==> config.mk <==
export PLATFORM = sky130hd
export DESIGN_NAME = rib_mem_bridge
export DESIGN_NICKNAME = d
export VERILOG_FILES = /design/src/rtl/processorci_bridge_pkg.sv /design/src/rtl/bus_timeout_counter.sv /design/src/rtl/rib_mem_bridge.sv
export SDC_FILE = /design/constraint.sdc
export NUM_CORES = 1
export LEC_CHECK = 0
export ABC_AREA = 1
export BUFFER_PORTS_ARGS = -buffer_cell sky130_fd_sc_hd__buf_2
export CORE_AREA = 2 2 93 95
export CTS_CLUSTER_SIZE = 14
export DETAILED_ROUTE_END_ITERATION = 6
export DIE_AREA = 0 0 95 97
export MAX_ROUTING_LAYER = met4
export PLACE_DENSITY = 0.82
export REMOVE_ABC_BUFFERS = 1
export SLEW_MARGIN = 20
export SYNTH_ARGS = -nofsm -noshare
export SYNTH_HDL_FRONTEND = slang
export SYNTH_SLANG_ARGS = --single-unit
==> constraint.sdc <==
create_clock -name clk -period 3.2 [get_ports clk]
set_input_delay 0.32 -clock clk [delete_from_list [all_inputs] [get_ports clk]]
set_output_delay 0.32 -clock clk [all_outputs]
set_load 0.03 [all_outputs]
==> src/rtl/processorci_bridge_pkg.sv <==
// Shared types and constants for the tinyriscv RIB to Controller memory bridge.
package processorci_bridge_pkg;

    localparam int unsigned DATA_W = 32;
    localparam int unsigned ADDR_W = 32;

    localparam logic [DATA_W-1:0] DEFAULT_ERR_DATA = 32'hDEADBEEF;

    typedef enum logic [1:0] {
        IDLE = 2'd0,
        BUSY = 2'd1,
        DONE = 2'd2
    } bridge_state_t;

endpackage

==> src/rtl/bus_timeout_counter.sv <==
// Saturating BUSY-cycle counter; expired rises in the cycle the count reaches TIMEOUT_CYCLES-1.
module bus_timeout_counter #(
    parameter int unsigned TIMEOUT_CYCLES = 1024
) (
    input  logic clk,
    input  logic reset,
    input  logic clear,
    input  logic enable,
    output logic expired
);

    localparam int unsigned CNT_W = (TIMEOUT_CYCLES > 1) ? $clog2(TIMEOUT_CYCLES) : 1;
    localparam int unsigned LAST  = (TIMEOUT_CYCLES > 0) ? TIMEOUT_CYCLES - 1 : 0;

    logic [CNT_W-1:0] cnt;
    logic             at_last_c;

    assign at_last_c = (cnt == CNT_W'(LAST));

    // Must be combinational so the abort lands on the same BUSY cycle the limit is reached.
    assign expired = (TIMEOUT_CYCLES != 0) && at_last_c;

    always_ff @(posedge clk) begin
        if (reset || clear) begin
            cnt <= '0;
        end else if (enable && !at_last_c) begin
            cnt <= cnt + CNT_W'(1);
        end
    end

endmodule

==> src/rtl/rib_mem_bridge.sv <==
// Adapts the single-cycle tinyriscv data bus to the held-request Controller memory port,
// stalling the core until ack or timeout and returning the read word for one cycle.
module rib_mem_bridge
    import processorci_bridge_pkg::*;
#(
    parameter int unsigned        TIMEOUT_CYCLES = 1024,
    parameter logic [DATA_W-1:0]  ERR_DATA       = DEFAULT_ERR_DATA
) (
    input  logic              clk,
    input  logic              reset,
    input  logic              core_req,
    input  logic              core_we,
    input  logic [ADDR_W-1:0] core_addr,
    input  logic [DATA_W-1:0] core_wdata,
    output logic [DATA_W-1:0] core_rdata,
    output logic              core_hold,
    output logic              mem_read,
    output logic              mem_write,
    output logic [ADDR_W-1:0] mem_addr,
    output logic [DATA_W-1:0] mem_wdata,
    input  logic [DATA_W-1:0] mem_rdata,
    input  logic              mem_ack,
    output logic              bus_err
);

    bridge_state_t state;
    logic          capture_c;
    logic          expired;

    assign capture_c = (state == IDLE) && core_req;

    // Stall in the request cycle itself, before any register has seen the access.
    assign core_hold = capture_c || (state == BUSY);

    bus_timeout_counter #(
        .TIMEOUT_CYCLES(TIMEOUT_CYCLES)
    ) u_timeout (
        .clk    (clk),
        .reset  (reset),
        .clear  (capture_c),
        .enable (state == BUSY),
        .expired(expired)
    );

    always_ff @(posedge clk) begin
        if (reset) begin
            state      <= IDLE;
            mem_read   <= 1'b0;
            mem_write  <= 1'b0;
            mem_addr   <= '0;
            mem_wdata  <= '0;
            core_rdata <= '0;
            bus_err    <= 1'b0;
        end else begin
            core_rdata <= '0;
            bus_err    <= 1'b0;
            unique case (state)
                IDLE: begin
                    if (core_req) begin
                        state     <= BUSY;
                        mem_addr  <= core_addr;
                        mem_wdata <= core_wdata;
                        mem_read  <= ~core_we;
                        mem_write <= core_we;
                    end
                end
                BUSY: begin
                    // Ack takes priority over a coincident timeout.
                    if (mem_ack) begin
                        state      <= DONE;
                        mem_read   <= 1'b0;
                        mem_write  <= 1'b0;
                        core_rdata <= mem_write ? '0 : mem_rdata;
                    end else if (expired) begin
                        state      <= DONE;
                        mem_read   <= 1'b0;
                        mem_write  <= 1'b0;
                        core_rdata <= ERR_DATA;
                        bus_err    <= 1'b1;
                    end
                end
                DONE: begin
                    state <= IDLE;
                end
                default: begin
                    state <= IDLE;
                end
            endcase
        end
    end

endmodule

==> results of run 1 <==
[final timing paths]
| kind | endpoint | cells past startpoint |
|---|---|---|
| worst min register to register | mem_addr[23] | 2 |
| worst max register to register | core_rdata[24] | 8 |
| worst max-delay path | core_rdata[24] | 8 |
| worst min-delay path | core_rdata[13] | 3 |
[sequential cells by signal, summed over array words and instances, names as in the netlist]
register       cells
mem_wdata         32
mem_write          1
u_timeout.cnt     10
bus_err            1
mem_read           1
state              2
mem_addr          32
core_rdata        32
[metrics by stage]
step           power [mW]  setup WS (ns)  std cells
2_1_floorplan        1.75           1.25        470
3_3_place_gp         1.91           1.41        778
3_5_place_dp         1.92           1.31        778
4_1_cts              2.68           1.29        794
5_1_grt              2.78           1.12        794
6_report             2.65           1.31        794
[kinds of logic (layout without fill, tap and decap cells)]
family,after synthesis,count (layout),synth area share
buffers and inverters,108,309,0.112
AOI/OAI and AO/OA,75,75,0.0966
and+or+nand+nor,189,189,0.207
xor gates and xnor gates,4,4,0.00902
adders and majority gates,1,1,0.00322
DFF,111,111,0.572
[worst max-delay path, stage by stage, from the launching register on]
cell     delay, ns
dfxtp_1       0.35
inv_2         0.06
nor2_4        0.12
inv_2         0.07
nor2_4        0.11
inv_2         0.06
nor3_4        0.71
inv_2         0.19
nor2_1        0.15
[metal layers]
metal | GRT usage | wire [um] | part of all wire | up-vias
met4 | 0.0836 | 188 | 0.021 | 0
met1 | 0.214 | 3600 | 0.41 | 1546
met2 | 0.330 | 4200 | 0.47 | 163
li1 | - | - | - | 1855
met5 | - | 0 | 0 | -
met3 | 0.0576 | 864 | 0.098 | 17
[area by class of cell]
type                            count  area (um2)
Fill cell                         720        3010
Tap cell                          105         131
Multi-Input combinational cell    269        1230
Sequential cell                   111        2220
Timing Repair Buffer              203        1020
Clock inverter                      5        40.0
Inverter                           90         338
Clock buffer                       11         141
[layout by cell type (no fill, tap or decap), drive strengths merged]
master	synthesis	layout
a21oi	7	7
buf	12	203
clkbuf	6	11
clkinv	0	3
dfxtp	111	111
ha	1	1
inv	90	92
nand2	152	152
nand3	8	8
nand4	4	4
nor2	23	23
nor3	2	2
o21ai	68	68
xnor2	1	1
xor2	3	3
[power groups by stage]
stage	clock (mW)	combinational (mW)	sequential [mW]
after global placement	0	0.390	1.52
after detailed placement	0	0.399	1.52
after global routing	0.856	0.429	1.50
after floorplan	0	0.0991	1.65
final	0.773	0.394	1.49
after CTS	0.799	0.399	1.49
==> impl_metrics.csv, run 1 <==
group,metric,value,unit
die,die_w,95,um
synthesis,ys.flop_type,"dfxtp_1",
timing,period_minus_slack,1.89,ns
synthesis,yosysMostFrequentCell,"nand2_1",
global_route,grt_pass1_vias,3337,
placement,place_area,0.00494,mm2
cts,path_clk_slew,0.10,ns
cts,cts_setup_buffers,0,
worst_setup_path,regToRegSetupSlack,1.31,ns
power_and_ir_drop,combPwrFrac,0.148,
detailed_routing,antenna_left,0,
cts,htreeDepth,3,
synthesis,yosysSeqAreaShare,0.572,
synthesis,synth_edf_count,0,
global_route,antenna_found_initial,0,
worst_setup_path,crit_path_end_kind,"flip-flop",
cts,cts_sinks,111,
power_and_ir_drop,switchingPower,0.765,mW
power_and_ir_drop,p_int,1.89,mW
final_layout,drive_above_1_share,0.347,
global_route,grt.total_usage,0.197,
die,rows,33,
detailed_routing,drt-total-wl,8850,um
status,status,"finished clean",
cts,tritoncts,"done",
worst_setup_path,critical_path_class,"flip-flop to flip-flop",
power_and_ir_drop,p_sw_frac,0.288,
cts,clock-root-buffer,"clkbuf_8",
hold_path,hp-start,"mem_rdata[13]",
worst_setup_path,startpoint_type,"flip-flop",
final_layout,area_delta_synth_final,31.9,%
placement,dpl.hpwl,6750,um
synthesis,syn_inst,488,
die,initial_core_util,0.477,
synthesis,syn_area_per_cell,7.96,um2
detailed_routing,first_pass_iters,4,
flow_run,drv_cap,0,
timing,clock_skew,0.0117,ns
cts,cts_resized,0,
die,core,0.00813,mm2
final_layout,nets,786,
power_and_ir_drop,power_density,518,mW/mm2
cts,cts-buffers-inserted,9,
placement,portBuffers,200,
timing,worst_slew_pin_slew,0.940,ns
synthesis,synth_common_cells,"nand2_1, dfxtp_1, inv_1",
die,die_h,97,um
timing,rsz0062_at_grt,"no",
die,die_area,0.00922,mm2
power_and_ir_drop,p_leak,2.88,nW
worst_setup_path,crit_arrival,2.19,ns
cts,worstSkewPairLatency,0.36,ns
detailed_routing,wire_per_inst,11.1,um
detailed_routing,vias,3581,
hold_path,hp-class,"input pin to flip-flop",
global_route,grt_pass1_wl,14200,um
die,pin_count,201,
worst_setup_path,crit_start,"state[0]",
worst_setup_path,r2r-start,"state[0]",
timing,fmax,529,MHz
synthesis,netlist_area,0.00388,mm2
timing,hold_viol,0,
timing,holdWs,0.144,ns
final_layout,fin_area,0.00512,mm2
detailed_routing,viasPerCell,4.51,
detailed_routing,drc,0,
final_layout,num_antenna_cells,0,
timing,drv_slew,0,
placement,routabilityCongestion,0.818,
power_and_ir_drop,ir_worst_vdd,0.294,mV
timing,setup_viol,0,
cts,cts.path.max_buffers,2,
synthesis,synth.area.top_cells,"dfxtp_1, nand2_1, o21ai_0",
synthesis,yosys.area.top_type,"dfxtp_1",
worst_setup_path,crit_path_max_fanout,25,
detailed_routing,drt_iter0_markers,86,
global_route,grt_start_max_net_pins,68,
timing,max-slew-margin-rel,0.372,
synthesis,yosysWarnings,0,
synthesis,synth_top_area_share,0.572,
cts,cts_hold_buf,0,
synthesis,synth_seq_cells,111,
timing,period_share,0.591,
synthesis,ys_types,24,
final_layout,finalCoreUtilization,0.630,
worst_setup_path,required,3.50,ns
power_and_ir_drop,clkPwrFrac,0.291,
timing,setup_tns,0,ns
global_route,overflow,0,
power_and_ir_drop,p_seq_frac,0.560,
synthesis,async_flop_share,0,
Power figures use the tool's default switching activity.
==> inputs of run 2 (changes only) <==
--- a/config.mk
+++ b/config.mk
@@ -7,12 +7,12 @@
 export LEC_CHECK = 0
 export ABC_AREA = 1
 export BUFFER_PORTS_ARGS = -buffer_cell sky130_fd_sc_hd__buf_2
-export CORE_AREA = 2 2 93 95
+export CORE_AREA = 2 2 102 104
 export CTS_CLUSTER_SIZE = 14
 export DETAILED_ROUTE_END_ITERATION = 6
-export DIE_AREA = 0 0 95 97
+export DIE_AREA = 0 0 104 106
 export MAX_ROUTING_LAYER = met4
-export PLACE_DENSITY = 0.82
+export PLACE_DENSITY = 0.73
 export REMOVE_ABC_BUFFERS = 1
 export SLEW_MARGIN = 20
 export SYNTH_ARGS = -nofsm -noshare
==> constraint.sdc (replaced) <==
create_clock -name clk -period 1.7 [get_ports clk]
set_input_delay 0.17 -clock clk [delete_from_list [all_inputs] [get_ports clk]]
set_output_delay 0.17 -clock clk [all_outputs]
set_load 0.03 [all_outputs]
==> impl_metrics.csv, run 2 (same netlist as run 1, synthesis figures left out) <==
group,metric,value,unit
final_layout,final_cell_mix,"buf_2, nand2_1, dfxtp_1",
worst_setup_path,r2r-start,"u_timeout.cnt[1]",
worst_setup_path,reg2reg_to,"u_timeout.cnt[0]",
die,initial_core_util,0.388,
power_and_ir_drop,p_leak,3.03,nW
cts,clock-root-buffer,"clkbuf_8",
worst_setup_path,crit_arrival,1.83,ns
timing,setup_tns,0,ns
hold_path,hold_path_depth,3,
final_layout,largestRegisters,"core_rdata (32), mem_addr (32), mem_wdata (32)",
cts,htreeDepth,3,
detailed_routing,antenna_left,0,
die,rows,37,
power_and_ir_drop,switchingPower,1.47,mW
placement,routabilityCongestion,0.821,
global_route,grt_pass1_vias,3656,
die,die_area,0.0110,mm2
power_and_ir_drop,p_sw_frac,0.287,
final_layout,num_antenna_cells,0,
detailed_routing,vias,3748,
worst_setup_path,path_common_cell,"nand2_1",
worst_setup_path,required,2.00,ns
timing,max-slew-margin-rel,0.796,
timing,hold_viol,0,
cts,tritoncts,"done",
detailed_routing,drc,0,
placement,portBuffers,200,
cts,cts-buffers-inserted,9,
final_layout,drive_above_1_share,0.338,
global_route,antenna_found_initial,0,
timing,drv_slew,0,
worst_setup_path,crit_path_max_fanout,10,
die,die_w,104,um
die,pin_count,201,
hold_path,min_delay_worst_endpoint,"core_rdata[23]",
final_layout,fillers,927,
detailed_routing,drt-total-wl,9640,um
global_route,grt.total_usage,0.180,
cts,cts_sinks,111,
detailed_routing,wire_per_inst,11.2,um
final_layout,layout_commonest_cell,"buf_2",
power_and_ir_drop,combPwrFrac,0.160,
timing,rsz0062_at_grt,"no",
worst_setup_path,critical_path_class,"flip-flop to flip-flop",
power_and_ir_drop,clkPwrFrac,0.293,
timing,clock_skew,0.0147,ns
flow_run,drv_cap,0,
placement,dpl.hpwl,6780,um
detailed_routing,first_pass_iters,4,
detailed_routing,viasPerCell,4.37,
worst_setup_path,crit_path_max_incr_delay,0.39,ns
hold_path,hp-start,"mem_rdata[23]",
global_route,grt_start_max_net_pins,68,
timing,worst_slew_pin_slew,0.307,ns
worst_setup_path,path_cells,"ha_2 > nand3_2 > nor2_2 > nand2_1 > nand2_2 > inv_2 > nand2_1 > nand2_1 > nor2_1",
timing,period_share,0.901,
cts,worstSkewPairLatency,0.37,ns
power_and_ir_drop,ir_worst_vdd,0.479,mV
worst_setup_path,crit_path_end_kind,"flip-flop",
die,die_h,106,um
cts,path_clk_slew,0.09,ns
cts,cts_setup_buffers,0,
final_layout,finalCoreUtilization,0.553,
hold_path,hp-class,"input pin to flip-flop",
global_route,grt_pass1_wl,15900,um
worst_setup_path,ff2ff_path_depth,9,
timing,setup_viol,0,
die,core,0.0100,mm2
power_and_ir_drop,p_seq_frac,0.547,
worst_setup_path,regToRegSetupSlack,0.17,ns
detailed_routing,drt_iter0_markers,147,
timing,fmax,653,MHz
final_layout,multi_input_area,0.00123,mm2
power_and_ir_drop,power_density,924,mW/mm2
final_layout,nets,819,
cts,cts.path.max_buffers,2,
final_layout,area_delta_synth_final,42.5,%
timing,holdWs,0.0148,ns
timing,period_minus_slack,1.53,ns
status,status,"finished clean",
final_layout,seq_area,0.00222,mm2
power_and_ir_drop,p_int,3.65,mW
global_route,overflow,0,
worst_setup_path,crit_slowest_cell,"dfxtp_1",
worst_setup_path,startpoint_type,"flip-flop",
run 2: cell count changes in the layout (fill, tap and decap cells not counted):
cell           delta
clkinv_2          -1
clkbuf_8          +1
ha_2              +1
inv_6             -1
dlygate4sd3_1    +30
buf_12            +3
clkbuf_1          -1
clkinvlp_4        +3
clkinv_4          -1
ha_1              -1
run 2: worst max path at each step:
stage                           from                to  slack [ns]
CTS                 u_timeout.cnt[1]  u_timeout.cnt[0]        0.14
detailed placement  u_timeout.cnt[1]  u_timeout.cnt[0]        0.16
global placement    u_timeout.cnt[1]  u_timeout.cnt[0]        0.21
global route        u_timeout.cnt[1]  u_timeout.cnt[1]      0.0008
floorplan                   state[1]       mem_addr[0]       -0.22
finish              u_timeout.cnt[1]  u_timeout.cnt[0]        0.17
run 2: layout make-up:
class                      instances  share of cell area
multi-input combinational        269               0.222
tap                              136              0.0307
clock inverter                     5             0.00723
sequential                       111               0.402
inverter                          90              0.0610
timing repair buffer             236               0.250
clock buffer                      11              0.0274
run 2: power groups by stage:
stage	logic, mW	clock network [mW]	registers [mW]
finish	0.821	1.50	2.80
global route	0.890	1.65	2.81
CTS	0.825	1.55	2.80
detailed placement	0.772	0	2.85
global placement	0.759	0	2.85
floorplan	0.186	0	3.11
run 2: what timing repair did:
action,in CTS,in global routing
resized for setup,0,1
endpoints found under the hold margin,30,0
endpoints found under the setup margin,0,5
hold buffers,30,0
run 2: worst max-delay path: cells and delay by family, from the launching register on:
family        cells  cell delay [ns]
flops             1             0.39
buf+inv           1             0.12
simple gates      7             0.73
fa+ha+maj         1             0.24
run 2: per-layer routing:
| metal | GRT usage | up-vias | share of wire |
|---|---|---|---|
| met3 | 0.0484 | 9 | 0.073 |
| met1 | 0.198 | 1680 | 0.42 |
| li1 | - | 1921 | - |
| met5 | - | - | 0 |
| met4 | 0.0579 | 0 | 0.010 |
| met2 | 0.317 | 138 | 0.50 |
run 2: per-stage QoR:
step | instances | instance area, um2 | worst slack, ns | power, mW
floorplan | 470 | 3790 | -0.221 | 3.29
global placement | 812 | 5040 | 0.208 | 3.61
detailed placement | 812 | 5040 | 0.164 | 3.62
CTS | 858 | 5530 | 0.138 | 5.17
global route | 858 | 5530 | 0.000814 | 5.35
finish | 858 | 5530 | 0.168 | 5.11
